`src/rtl/id_stage.sv`:
```
// Instruction-decode / register-read stage feeding the ALU through the ID/EX register.
// Decodes the opcode, reads a bypassed 32x32 register file, detects load-use hazards, handles flush and HALT.
module id_stage #(
  parameter int XLEN = 32,
  parameter int NREG = 32
) (
  input  logic            clk,
  input  logic            rst_n,
  input  logic            if_valid,
  input  logic [XLEN-1:0] if_instr,
  input  logic [XLEN-1:0] if_pc4,
  output logic            id_ready,
  input  logic            flush,
  input  logic            wb_en,
  input  logic [4:0]      wb_addr,
  input  logic [XLEN-1:0] wb_data,
  output logic [5:0]      op,
  output logic [XLEN-1:0] rs,
  output logic [XLEN-1:0] rt,
  output logic [XLEN-1:0] imm,
  output logic [XLEN-1:0] pc4_out_2_ex,
  output logic [XLEN-1:0] i_data_2_ex,
  output logic            ex_valid,
  output logic [4:0]      ex_dst,
  output logic            halted
);

  localparam logic [5:0] OP_LDW  = 6'b001100;
  localparam logic [5:0] OP_HALT = 6'b010001;

  logic [XLEN-1:0] r_rf [NREG];
  logic [5:0]      r_op;
  logic [XLEN-1:0] r_rs, r_rt, r_imm, r_pc4, r_instr;
  logic            r_valid, r_halted;
  logic [4:0]      r_dst;

  logic [5:0]      w_opc;
  logic [4:0]      w_rs_a, w_rt_a, w_rd_a, w_dst;
  logic            w_known, w_use_rs, w_use_rt, w_is_halt;
  logic [XLEN-1:0] w_rs_val, w_rt_val, w_imm;
  logic            w_hazard, w_issue;

  assign w_opc  = if_instr[31:26];
  assign w_rs_a = if_instr[25:21];
  assign w_rt_a = if_instr[20:16];
  assign w_rd_a = if_instr[15:11];
  assign w_imm  = {{(XLEN-16){if_instr[15]}}, if_instr[15:0]};

  always_comb begin
    w_known   = 1'b1;
    w_use_rs  = 1'b0;
    w_use_rt  = 1'b0;
    w_dst     = 5'd0;
    w_is_halt = 1'b0;
    case (w_opc)
      6'b000000, 6'b000010, 6'b000100, 6'b000110, 6'b001000, 6'b001010: begin
        w_use_rs = 1'b1;
        w_use_rt = 1'b1;
        w_dst    = w_rd_a;
      end
      6'b000001, 6'b000011, 6'b000101, 6'b000111, 6'b001001, 6'b001011, OP_LDW: begin
        w_use_rs = 1'b1;
        w_dst    = w_rt_a;
      end
      6'b001101, 6'b001111: begin
        w_use_rs = 1'b1;
        w_use_rt = 1'b1;
      end
      6'b001110, 6'b010000: w_use_rs = 1'b1;
      OP_HALT: w_is_halt = 1'b1;
      default: w_known = 1'b0;
    endcase
  end

  // Reads see a same-cycle write-back; R0 is hard-wired to zero.
  always_comb begin
    if (w_rs_a == 5'd0)                    w_rs_val = '0;
    else if (wb_en && (wb_addr == w_rs_a)) w_rs_val = wb_data;
    else                                   w_rs_val = r_rf[w_rs_a];
    if (w_rt_a == 5'd0)                    w_rt_val = '0;
    else if (wb_en && (wb_addr == w_rt_a)) w_rt_val = wb_data;
    else                                   w_rt_val = r_rf[w_rt_a];
  end

  assign w_hazard = if_valid && r_valid && (r_op == OP_LDW) && (r_dst != 5'd0) &&
                    ((w_use_rs && (w_rs_a == r_dst)) || (w_use_rt && (w_rt_a == r_dst)));

  assign id_ready = !r_halted && (flush || !w_hazard);
  assign w_issue  = if_valid && !r_halted && !flush && !w_hazard && w_known;

  always_ff @(posedge clk or negedge rst_n) begin
    if (!rst_n) begin
      for (int i = 0; i < NREG; i++) r_rf[i] <= '0;
    end else if (wb_en && (wb_addr != 5'd0)) begin
      r_rf[wb_addr] <= wb_data;
    end
  end

  // ID/EX pipeline register: a non-issuing cycle always loads an all-zero bubble.
  always_ff @(posedge clk or negedge rst_n) begin
    if (!rst_n) begin
      r_valid  <= 1'b0;
      r_op     <= '0;
      r_dst    <= '0;
      r_rs     <= '0;
      r_rt     <= '0;
      r_imm    <= '0;
      r_pc4    <= '0;
      r_instr  <= '0;
      r_halted <= 1'b0;
    end else begin
      if (w_issue) begin
        r_valid <= 1'b1;
        r_op    <= w_opc;
        r_dst   <= w_dst;
        r_rs    <= w_rs_val;
        r_rt    <= w_rt_val;
        r_imm   <= w_imm;
        r_pc4   <= if_pc4;
        r_instr <= if_instr;
      end else begin
        r_valid <= 1'b0;
        r_op    <= '0;
        r_dst   <= '0;
        r_rs    <= '0;
        r_rt    <= '0;
        r_imm   <= '0;
        r_pc4   <= '0;
        r_instr <= '0;
      end
      if (w_issue && w_is_halt) r_halted <= 1'b1;
    end
  end

  assign op           = r_op;
  assign rs           = r_rs;
  assign rt           = r_rt;
  assign imm          = r_imm;
  assign pc4_out_2_ex = r_pc4;
  assign i_data_2_ex  = r_instr;
  assign ex_valid     = r_valid;
  assign ex_dst       = r_dst;
  assign halted       = r_halted;

endmodule

```
`config.mk`:
```
export PLATFORM = sky130hd
export DESIGN_NAME = id_stage
export DESIGN_NICKNAME = d
export VERILOG_FILES = /design/src/rtl/id_stage.sv
export SDC_FILE = /design/constraint.sdc
export NUM_CORES = 2
export LEC_CHECK = 0
export ABC_CLOCK_PERIOD_IN_PS = 2000
export BUFFER_PORTS_ARGS = -buffer_cell sky130_fd_sc_hd__buf_2
export CORE_MARGIN = 2
export CORE_UTILIZATION = 35
export DETAILED_ROUTE_END_ITERATION = 10
export GPL_ROUTABILITY_DRIVEN = 0
export PLACE_DENSITY_LB_ADDON = 0.2
export SYNTH_ARGS = -nofsm -noshare
export SYNTH_HDL_FRONTEND = slang
export SYNTH_SLANG_ARGS = --single-unit
```
`constraint.sdc`:
```
create_clock -name clk -period 2 [get_ports clk]
set_input_delay 0.2 -clock clk [delete_from_list [all_inputs] [get_ports clk]]
set_output_delay 0.2 -clock clk [all_outputs]
set_load 0.01 [all_outputs]
```
==> results by group <==
Synthesis
  – Share of Yosys cell area claimed by the top area cell type: 0.490
  – EDFF count, synth: 0
  – Area contributors post-synth: dfrtp_1 49%, mux4_2 21%, mux2_2 19%
  – Most instantiated cells after synthesis: 1159 x dfrtp_1, 996 x mux2_2, 541 x mux4_2
  – Seq cells post-synth: 1159
  – Cell Area, Synth: 59200 µm²
  – Cell taking the most area after synthesis: dfrtp_1
  – Commonest register cell after synthesis: dfrtp_1
  – Most repeated cell in the gate-level netlist after synthesis: dfrtp_1
  – Net count of the mapped netlist: 3942
  – Post-synthesis sequential area ratio: 0.490
  – Distinct cell type count after synthesis: 54
  – Async S/R FF share, synth: 1.00
  – Mean area per synthesized cell: 15.4 µm²
  – Syn Inst Count: 3836
  – Warnings from Yosys: 0

Worst setup path
  – CP required: 1800 ps
  – Crit path from: ex_dst[4]
  – Slowest stage cell, crit path: dfrtp_2
  – Worst path top cell family by delay: flip-flops
  – Capturing point of the worst reg2reg path: rt[9]
  – Type of the worst setup path: reg -> out
  – Worst Setup Start Kind: flip-flop
  – Type of element capturing the critical path: primary output
  – WP depth: 7
  – Critical Path Max Stage Delay: 440 ps
  – Depth of the worst register-to-register path: 11
  – WP buf/inv: 2
  – Launch instance of the worst register-to-register path: ex_dst[4]
  – Data arrival, critical path: 2450 ps
  – Minimum setup slack among reg-to-reg paths: -450 ps
  – Ordered list of cells on the worst path: xor2_2 -> nor4_4 -> nand3_1 -> buf_6 -> a221oi_4 -> a21oi_2 -> buf_2
  – Worst Setup EP: id_ready
  – Maximum fanout count along the critical path: 3

Power
  – Maximum VDD drop: 0.547 mV
  – Power per standard cell area: 939 nW/µm²
  – Total chip power: 69800 µW
  – Leak Pwr: 0.0326 µW

Timing
  – Final setup margin: -655 ps
  – Final critical-path share of the clock period: 1.33
  – Least-Margin Pin Slew: 775 ps
  – Worst rel slew slack: 0.482
  – Crit path time final: 2650 ps
  – Max Slew Vio Count: 0
  – WHS: 98.2 ps
  – Skew final: 24.5 ps
  – Hold Violations, Final: 0
  – Setup repair after global routing missed its margin: true
  – Final setup TNS: -37720 ps
  – Maximum clock frequency: 0.377 GHz
  – Final setup vio count: 124

Die
  – Y dimension of the die: 415 µm
  – Core ar.: 168000 µm²
  – Number of top-level pins: 280
  – Horizontal die dimension: 415 µm
  – Core Rows: 150
  – Initial Utilization: 0.353
  – Die footprint: 173000 µm²

Routing
  – Number of vias in the routed layout: 39100
  – Vias per inst: 5.81
  – Routed WL per cell: 31.0 µm
  – Wirelength, routed: 209000 µm
  – Number of antenna-violating nets in the routed design: 0
  – Number of search-and-repair iterations in the first detailed-routing pass: 7
  – First DRT Iteration DRCs: 3189
  – Remaining design rule violation count: 0

Clock tree
  – Worst skew pair latency: 800 ps
  – Buffer cell driving the clock tree root: clkbuf_16
  – Number of buffers on the longest clock path: 3
  – Number of clock buffers inserted by TritonCTS: 136
  – Clock-pin transition on the worst setup and hold timing paths: 60 ps
  – Clock Sink Count: 1159
  – TritonCTS clock tree: done
  – Depth of the CTS H-tree: 4

Placed design
  – Worst slack at placement: -532 ps
  – Final HPWL from detailed placement: 135000 µm
  – Count of port buffers added during placement: 279
  – Post-place instance area: 67300 µm²

Global route
  – Global route total overflow: 0
  – Number of global-route vias before repair: 40700
  – Wire length of the first global-routing pass: 303000 µm
  – Global routing usage summed across all routing layers: 0.241
  – Largest net degree at the start of global routing: 86
  – Antenna violations before repair: 7

Cells and area
  – Share of post-route cells with drive strength above 1: 0.609
  – Final nets: 4529
  – Area growth syn-to-layout: 25.4%
  – Final design instance area without fill: 74300 µm²

Run
  – Max-cap violations: 0

Worst hold path
  – Worst min-delay path class: in -> reg
  – Worst hold path cell count: 4

Outcome
  – Violated checks: setup timing
  – Result of the run: complete, but fails checks
==> power breakdown <==
group	internal [µW]	leakage (µW)	total (µW)	switching, µW
sequential	27500	0.0150	30300	2830
clock	15100	0.00227	25700	10600
combinational	8560	0.0153	13700	5180
total	51100	0.0326	69800	18600
==> area by class of cell <==
| cell class | instances | area, µm² |
|---|---|---|
| antenna | 1 | 2.50 |
| multi-input combinational | 2194 | 28900 |
| clock inverter | 57 | 711 |
| timing repair buffer | 928 | 9020 |
| fill | 14900 | 93300 |
| clock buffer | 189 | 3880 |
| sequential | 1159 | 29000 |
| inverter | 4 | 16.3 |
| tap | 2204 | 2760 |
==> per-layer routing <==
metal	track usage	up-vias	part of all wire
met1	0.338	21600	0.44
met5	0	-	0.00013
met3	0.0346	303	0.051
li1	-	16000	-
met4	0.0792	4	0.032
met2	0.385	1248	0.48
==> how the worst min path moves through the flow <==
stage / from / endpoint
4_1_cts: wb_data[0] / r_rf[896]
3_3_place_gp: rst_n / r_rf[451]
5_1_grt: if_instr[18] / i_data_2_ex[18]
3_5_place_dp: rst_n / r_rf[451]
2_1_floorplan: rst_n / ex_dst[0]
6_report: if_instr[18] / i_data_2_ex[18]
==> kinds of logic (layout without fill, tap and decap cells) <==
logic type,after synthesis,in the layout,share of synthesized area
buf+inv,483,1178,0.0389
mux,1572,1572,0.401
simple gates,234,234,0.0211
other cells,1,2,0.0000633
xor+xnor,21,21,0.00310
compound gates,366,366,0.0464
flops,1159,1159,0.490
==> per-stage QoR <==
step,std cells,utilization
floorplan,3836,-
global placement,6362,0.402
detailed placement,6362,0.402
CTS,6731,0.440
global route,6736,0.443
finish,6736,0.443
==> worst reg2reg max path, delay by kind of cell (launching register included) <==
family	cells	cell delay, ps
and+or+nand+nor	3	510
DFF	1	440
buffers and inverters	5	760
xor gates and xnor gates	1	170
AOI/OAI and AO/OA	2	470
==> flip-flops by register name, indices dropped and copies added, names as in the netlist <==
signal and flops:
ex_dst 5, ex_valid 1, halted 1, i_data_2_ex 32, pc4_out_2_ex 32, r_rf 1024
rs 32, rt 32
==> placed cells by master, fill, tap and decap left out, types with 24 or more instances in the layout <==
cell / count
clkbuf_16: 142
buf_12: 169
a21o_1: 32
a211o_1: 31
a22o_1: 62
mux4_2: 541
clkinv_2: 30
a22oi_1: 99
dlygate4sd3_1: 100
buf_4: 352
a211oi_1: 32
and3_4: 62
nor2_1: 42
mux2_2: 996
dfrtp_1: 1157
a311oi_2: 29
nor2b_1: 33
buf_2: 270
clkbuf_8: 24
clkbuf_1: 27
mux2i_1: 35
==> repair_timing <==
item	4_1_cts	5_1_grt
gates resized for setup	86	96
endpoints found under the hold margin	1498	1
buffers inserted	55	16
hold buffers	100	1
pin swaps	41	20
cloned	9	5
setup endpoints to repair	135	135
No activity file was read; power rests on OpenSTA's default activity.
